[src/rtl/layer_serializer.sv]
// layer_serializer: collects one layer's parallel neuron results into a capture
// buffer and streams them out one word per cycle, neuron 0 first. The capture
// buffer and the shifter form a double buffer, so the next result set can be
// collected while the current burst is streaming.
// Optional feature: define LAYER_SER_ARGMAX_EN to add the max_idx/max_valid
// ports and a running signed argmax over each emitted burst.
module layer_serializer #(
  parameter int unsigned NEURON_NUM = 30,
  parameter int unsigned DATA_WIDTH = 16,
  parameter int unsigned IDX_WIDTH  = $clog2(NEURON_NUM)
) (
  input  logic                             clk,
  input  logic                             rst,
  input  logic [NEURON_NUM*DATA_WIDTH-1:0] in_data,
  input  logic [NEURON_NUM-1:0]            in_valid,
  output logic [DATA_WIDTH-1:0]            out_data,
  output logic                             out_valid,
  output logic                             out_last,
  output logic [IDX_WIDTH-1:0]             out_idx,
  output logic                             busy,
  output logic                             overflow
`ifdef LAYER_SER_ARGMAX_EN
  ,
  output logic [IDX_WIDTH-1:0]             max_idx,
  output logic                             max_valid
`endif
);

  localparam logic [IDX_WIDTH-1:0] LastIdx = IDX_WIDTH'(NEURON_NUM - 1);

  typedef logic [NEURON_NUM-1:0][DATA_WIDTH-1:0] word_arr_t;
  typedef enum logic [0:0] {StIdle, StShift} state_e;

  word_arr_t                in_words;
  word_arr_t                cap_q, cap_d;
  word_arr_t                shift_q, shift_d;
  logic [NEURON_NUM-1:0]    mask_q, mask_d, mask_base;
  logic [IDX_WIDTH-1:0]     cnt_q, cnt_d, cnt_nxt;
  state_e                   state_q, state_d;
  logic [DATA_WIDTH-1:0]    out_data_q, out_data_d;
  logic                     out_valid_q, out_valid_d;
  logic                     out_last_q, out_last_d;
  logic [IDX_WIDTH-1:0]     out_idx_q, out_idx_d;
  logic                     busy_q, busy_d;
  logic                     overflow_q, overflow_d;
  logic                     full;

  // Word i of the packed input bus lands in element i.
  assign in_words = in_data;
  assign full     = &mask_q;
  assign cnt_nxt  = cnt_q + IDX_WIDTH'(1);

  // Next-state logic: FSM, shifter/counter, output words and capture stage.
  always_comb begin
    state_d     = state_q;
    cnt_d       = cnt_q;
    shift_d     = shift_q;
    out_data_d  = out_data_q;
    out_valid_d = 1'b0;
    out_last_d  = 1'b0;
    out_idx_d   = out_idx_q;
    mask_base   = mask_q;

    unique case (state_q)
      StIdle: begin
        if (full) begin
          state_d     = StShift;
          shift_d     = cap_q;
          cnt_d       = '0;
          out_data_d  = cap_q[0];
          out_valid_d = 1'b1;
          out_idx_d   = '0;
          mask_base   = '0;
        end
      end
      StShift: begin
        if (cnt_q != LastIdx) begin
          cnt_d       = cnt_nxt;
          out_data_d  = shift_q[cnt_nxt];
          out_valid_d = 1'b1;
          out_idx_d   = cnt_nxt;
          out_last_d  = (cnt_nxt == LastIdx);
        end else if (full) begin
          // Back-to-back reload: word 0 of the next set follows the last word directly.
          shift_d     = cap_q;
          cnt_d       = '0;
          out_data_d  = cap_q[0];
          out_valid_d = 1'b1;
          out_idx_d   = '0;
          mask_base   = '0;
        end else begin
          state_d = StIdle;
        end
      end
      default: state_d = StIdle;
    endcase

    // Capture decisions use the post-transfer mask so a word arriving on the
    // transfer edge starts the next set instead of being flagged as overflow.
    mask_d     = mask_base;
    cap_d      = cap_q;
    overflow_d = overflow_q;
    for (int unsigned i = 0; i < NEURON_NUM; i++) begin
      if (in_valid[i]) begin
        if (mask_base[i]) begin
          overflow_d = 1'b1;
        end else begin
          cap_d[i]  = in_words[i];
          mask_d[i] = 1'b1;
        end
      end
    end

    busy_d = (state_d == StShift) | (|mask_d);
  end

  // State and output registers; reset aborts any burst and drops a partial set.
  always_ff @(posedge clk or posedge rst) begin
    if (rst) begin
      state_q     <= StIdle;
      cnt_q       <= '0;
      shift_q     <= '0;
      cap_q       <= '0;
      mask_q      <= '0;
      out_data_q  <= '0;
      out_valid_q <= 1'b0;
      out_last_q  <= 1'b0;
      out_idx_q   <= '0;
      busy_q      <= 1'b0;
      overflow_q  <= 1'b0;
    end else begin
      state_q     <= state_d;
      cnt_q       <= cnt_d;
      shift_q     <= shift_d;
      cap_q       <= cap_d;
      mask_q      <= mask_d;
      out_data_q  <= out_data_d;
      out_valid_q <= out_valid_d;
      out_last_q  <= out_last_d;
      out_idx_q   <= out_idx_d;
      busy_q      <= busy_d;
      overflow_q  <= overflow_d;
    end
  end

  assign out_data  = out_data_q;
  assign out_valid = out_valid_q;
  assign out_last  = out_last_q;
  assign out_idx   = out_idx_q;
  assign busy      = busy_q;
  assign overflow  = overflow_q;

`ifdef LAYER_SER_ARGMAX_EN
  logic signed [DATA_WIDTH-1:0] run_val_q, run_val_d;
  logic [IDX_WIDTH-1:0]         run_idx_q, run_idx_d;
  logic [IDX_WIDTH-1:0]         max_idx_q, max_idx_d;
  logic                         max_valid_q, max_valid_d;

  // Running argmax over the registered stream; strict > keeps the lower index on ties.
  always_comb begin
    run_val_d   = run_val_q;
    run_idx_d   = run_idx_q;
    max_idx_d   = max_idx_q;
    max_valid_d = 1'b0;
    if (out_valid_q) begin
      if ((out_idx_q == '0) || ($signed(out_data_q) > run_val_q)) begin
        run_val_d = out_data_q;
        run_idx_d = out_idx_q;
      end
      if (out_last_q) begin
        max_idx_d   = run_idx_d;
        max_valid_d = 1'b1;
      end
    end
  end

  // Argmax registers.
  always_ff @(posedge clk or posedge rst) begin
    if (rst) begin
      run_val_q   <= '0;
      run_idx_q   <= '0;
      max_idx_q   <= '0;
      max_valid_q <= 1'b0;
    end else begin
      run_val_q   <= run_val_d;
      run_idx_q   <= run_idx_d;
      max_idx_q   <= max_idx_d;
      max_valid_q <= max_valid_d;
    end
  end

  assign max_idx   = max_idx_q;
  assign max_valid = max_valid_q;
`endif

endmodule

[config.mk]
export PLATFORM = sky130hd
export DESIGN_NAME = layer_serializer
export DESIGN_NICKNAME = d
export VERILOG_FILES = /design/src/rtl/layer_serializer.sv
export SDC_FILE = /design/constraint.sdc
export NUM_CORES = 2
export LEC_CHECK = 0
export BUFFER_PORTS_ARGS = -buffer_cell sky130_fd_sc_hd__buf_4
export CORE_UTILIZATION = 50
export DETAILED_ROUTE_END_ITERATION = 10
export HOLD_SLACK_MARGIN = 0.02
export PLACE_DENSITY = 0.7
export SLEW_MARGIN = 0
export SYNTH_ARGS = -nofsm -noshare
export SYNTH_HDL_FRONTEND = slang
export SYNTH_SLANG_ARGS = --single-unit
[constraint.sdc]
create_clock -name clk -period 66.5 [get_ports clk]
set_clock_uncertainty 0.15 [all_clocks]
set_input_delay 6.65 -clock clk [delete_from_list [all_inputs] [get_ports clk]]
set_output_delay 6.65 -clock clk [all_outputs]
set_load 0.05 [all_outputs]
Word level (Yosys, flattened, before mapping)

Cells that the tools add are included.

Register bits after elaboration: 1020
Input port bits: 512
Logic and storage cells: 249

Equality and inequality tests: 3
$lt $le $gt $ge: 1
Reductions and logical operators: 32
Add/subtract/negate cells: 1
Bitwise logic cells: 32
Multiplexer cells: 112

Operator list:

| cell                | number |
|---|---|
| $mux 480            | 2 |
| $pmux 480 s2        | 1 |
| $mux 1              | 94 |
| $bmux 16 s5         | 1 |
| $mux 30             | 2 |
| $pmux 30 s2         | 1 |
| $reduce_and 2->1    | 30 |
| $mux 16             | 3 |
| $pmux 16 s2         | 1 |
| $not 1->1           | 31 |
| $reduce_and 30->1   | 1 |
| $reduce_or 30->1    | 1 |
| $mux 5              | 4 |
| $pmux 5 s2          | 2 |
| $lt 5x6->1 const B  | 1 |
| $add 5x1->5 const B | 1 |
| $eq 5x5->1 const B  | 1 |
| $ne 5x5->1 const B  | 1 |
| $ne 2x2->1 const B  | 1 |
| $pmux 1 s2          | 1 |
| $or 1x1->1          | 1 |

Depth between registers and ports, before layout

Depth in word-level cells: 64
Depth in mapped cells: 15
Mapped depth without buffers: 7

Worst setup path before layout

OpenSTA, ideal clock, no wires.

Kind: input port to flip-flop
Start point: in in_valid[19]
End point: reg overflow_q, in the netlist overflow
Data required time: 66.231 ns
Setup slack: 58.473 ns
Setup time: 0.119 ns
Buffers on the path: 0
Arrival: 7.759 ns
Stages: 5
Path through: a22o_1 -> a221oi_1 -> nand3_1 -> or4_1 -> a21o_1

Longest elaborated chain between the ends: 21

Ends and longest elaborated chain:

| what                 | RTL line | text |
|---|---|---|
| from (decl)          | 15       | `input logic [NEURON_NUM-1:0] in_valid,` |
| $mux 1 (*)           | 104      | `if (in_valid[i]) begin` |
| $mux 1               | 105      | `if (mask_base[i]) begin` |
| $mux 1 (*)           | 104      |  |
| $mux 1               | 105      |  |
| $mux 1 (*)           | 104      |  |
| $mux 1               | 105      |  |
| $mux 1 (*)           | 104      |  |
| $mux 1               | 105      |  |
| (+6 left out)        | --       |  |
| $mux 1 (*)           | 104      |  |
| $mux 1               | 105      |  |
| $mux 1 (*)           | 104      |  |
| $mux 1               | 105      |  |
| $mux 1 (*)           | 104      |  |
| $mux 1               | 105      |  |
| $mux 1 (*)           | 104      |  |
| named net overflow_d | 45       | `logic overflow_q, overflow_d;` |
| to (signal assigned) | 142      | `overflow_q <= overflow_d;` |
| to (decl)            | 45       |  |

The timed path passes the listed nets; every way through them passes the cells marked *.
A chain may end at the register's enable or synchronous reset.

==> summary.txt <==
STA
  – Worst Tran Pin Value: 1.39 ns
  – Max-slew violation total from the final report: 0
  – Hold Fails Final Rpt: 0
  – Final Cycle Share: 14.4%
  – Total negative slack: 0 ns
  – F_max: 0.104 GHz
  – Max-slew headroom: 7.07%
  – RSZ-0062 raised after global routing: false
  – Setup-failing EPs final: 0
  – Crit path time final: 9.58 ns

Logic synthesis
  – Synth Area per Inst: 16.1 sq um
  – Yosys Warn Count: 0
  – Synthesized-area fraction occupied by adder cells: 0.0880%
  – Post-synthesis cell type count: 45
  – Top-count cell post-synth: dfrtp_1
  – Register area share after synthesis: 59.8%
  – Post-synth top area share: 59.8%
  – Synth top cells by count: 1020 x dfrtp_1, 749 x mux2_2, 230 x mux2_1
  – Async SR Flop Fraction: 100%
  – Simple-gate share of the synthesized area: 2.37%
  – Most used DFF post-synth: dfrtp_1
  – Post-Syn Area: 0.0427 sq mm
  – Post-synth EDFFs: 0
  – Synthesized instance count: 2652
  – Mux share of post-synthesis cell area: 32.0%
  – Main combinational cell family by area after synthesis: multiplexers
  – Syn nets: 3167
  – Largest area contributor in the netlist: dfrtp_1
  – Seq cells post-synth: 1020
  – Synth top area cells: dfrtp_1 60%, mux2_2 20%, mux2_1 6.1%
  – Synth Area in XOR/XNOR: 0.0821%
  – Synth Area in Compound Gates: 3.59%

Min path
  – Hold endpoint: overflow
  – Hold Startpoint: overflow
  – Worst Hold Class: flip-flop to flip-flop
  – Hold path depth: 1

Setup path
  – R2R Setup Slk: 60.47 ns
  – R2R Path Start: cnt_q[0]
  – Worst EP arrival: 10.08 ns
  – Crit-path max cell delay: 0.88 ns
  – Crit path max fanout: 183
  – WP buf/inv: 5
  – FF-to-FF End: cap_q[366]
  – CP startpoint kind: input port
  – Slowest cell on the critical path: buf_4
  – Most common cell on crit path: buf_4
  – Crit-path cells: buf_4, inv_8, buf_12, buf_4, buf_4
  – CP Data Required Time: 67.00 ns
  – Setup crit end kind: async pin
  – Crit Path Category: input port to async pin
  – Register-to-Register Path Depth: 8
  – Kind of cell adding the most delay to the critical path: buffers and inverters

Place
  – Placed insts: 4208
  – Routability cong.: 0.907
  – HPWL after DPL: 83.5 mm
  – Port bufs: 536
  – Placed cell area: 0.0476 sq mm

Routing
  – Routed wire per std cell: 26.5 um
  – Via Count: 25100
  – WL final: 117 mm
  – 1st-iter DRT viols: 1415
  – Antenna Nets Post-Route: 0
  – Pre-antenna DRT Iters: 6
  – Vias per std cell: 5.70
  – DRC: 0

Clock network
  – PostCTS Resize Cnt: 0
  – Worst-path clk slew: 0.06 ns
  – Clock root cell: clkbuf_16
  – H-tree lvl count: 3
  – Setup Buffers After CTS: 0
  – Inserted Clock Buffers: 104
  – CTS sink count: 1020
  – Cts hold-fix bufs: 0
  – Max Root-Sink Buffers: 3
  – CTS tree: done
  – Clk Latency, worst-skew pair: 0.66 ns

Layout
  – Final Util: 60.9%
  – Final nets: 3695
  – P&R area growth vs syn: 19.9%
  – Layout cells sized above 1: 50.1%
  – Non-Filler Instances: 4409
  – Fin area: 0.0512 sq mm
  – Filler Cell Count: 6410

Global routing
  – First-pass GRT wire length: 175 mm
  – GR Overflow Total: 0
  – Initial antenna violation count: 28
  – Pin count of the biggest net entering global routing: 185
  – Vias in the first global route: 27300
  – GRT Total Usage: 27.4%

Die
  – Core Area: 0.0841 sq mm
  – Die area: 0.0865 sq mm
  – I/O Pins: 537
  – Die Ht: 294 um
  – Row count: 106
  – Die Wd: 294 um
  – Initial core utilization: 50.8%

Pwr
  – Leakage: 23.2 nW
  – Pwr dens: 56.6 mW/mm^2
  – Worst VDD drop: 0.0000479 V

Flow run
  – Max-cap check violation count: 0

Run status
  – Outcome: completed
## where the power goes
group / leakage, nW / internal, mW / total (mW) / switching, mW
combinational: 8.98 / 0.590 / 1.21 / 0.616
sequential: 12.5 / 0.919 / 1.09 / 0.170
clock: 1.73 / 0.352 / 0.600 / 0.247
total: 23.2 / 1.86 / 2.89 / 1.03
## routing by layer
layer	global-route usage [%]	wire, um
met1	36.8	49200
met2	45.3	58200
met3	5.29	6600
met4	8.31	2870
met5	0	199
## logic make-up (layout without fill, tap and decap cells)
family                   count (synthesis)  in the layout
flip-flops                            1020           1020
other                                    0             12
XOR/XNOR                                 4              4
multiplexers                          1104           1104
buffers and inverters                  154            765
AND/OR/NAND/NOR                        196            196
AO/OA/AOI/OAI                          171            171
adder cells (fa/ha/maj)                  3              3
## area by class of cell
type	instances	area (sq um)	share of cell area [%]
clock inverters	43	517	1.01
clock buffers	146	3020	5.91
flip-flops and latches	1020	25500	49.9
inverters	9	41.3	0.0807
diodes	12	30.0	0.0587
well taps	1134	1420	2.77
repair buffers	567	4290	8.39
multi-input cells	1478	16300	31.9
## metrics by stage
step | power [mW] | hold WS, ns | setup slack, ns
after floorplan | 1.92 | 0.304 | 31.00
after global placement | 2.26 | 0.304 | 56.13
after detailed placement | 2.31 | 0.300 | 56.01
after CTS | 2.92 | 0.324 | 56.73
after global routing | 3.04 | 0.346 | 56.26
final | 2.89 | 0.317 | 56.92
## layout by cell type (no fill, tap or decap), types with 4 or more instances in the layout
cell / synthesis / routed
mux2_1: 230 / 230
a211oi_1: 17 / 17
a22oi_1: 13 / 13
a2111oi_0: 13 / 13
nand2_1: 74 / 74
bufinv_16: 0 / 9
clkbuf_1: 32 / 19
nand3b_1: 6 / 6
nor2_1: 4 / 4
clkbuf_16: 0 / 107
a21oi_1: 27 / 27
nor4_1: 20 / 20
a21boi_2: 7 / 7
buf_4: 15 / 564
a21o_1: 33 / 33
nand4_1: 19 / 19
and2_1: 16 / 16
diode_2: 0 / 12
a221oi_1: 14 / 14
o2111ai_1: 6 / 6
clkinvlp_4: 0 / 8
nand3_1: 42 / 41
clkbuf_8: 0 / 20
mux4_2: 109 / 109
clkinv_2: 0 / 21
inv_1: 9 / 8
mux2i_1: 16 / 16
dfrtp_1: 1020 / 1019
o21ai_0: 6 / 6
mux2_2: 749 / 749
a21boi_4: 23 / 23
## flip-flops by register name, indices dropped and copies added (netlist names), 5 cells and up
signal / count
cap_q: 480
cnt_q: 5
mask_q: 30
out_data: 16
out_idx: 5
shift_q: 480
## how the worst max path moves through the flow
stage	start	end	slack, ns	depth (start not counted)
floorplan	rst	busy	31.00	1
global route	rst	shift_q[271]	56.26	5
finish	rst	shift_q[196]	56.92	5
CTS	rst	cap_q[353]	56.73	5
detailed placement	rst	cap_q[321]	56.01	5
global placement	rst	cap_q[303]	56.13	5
No activity file was read; power rests on OpenSTA's default activity.
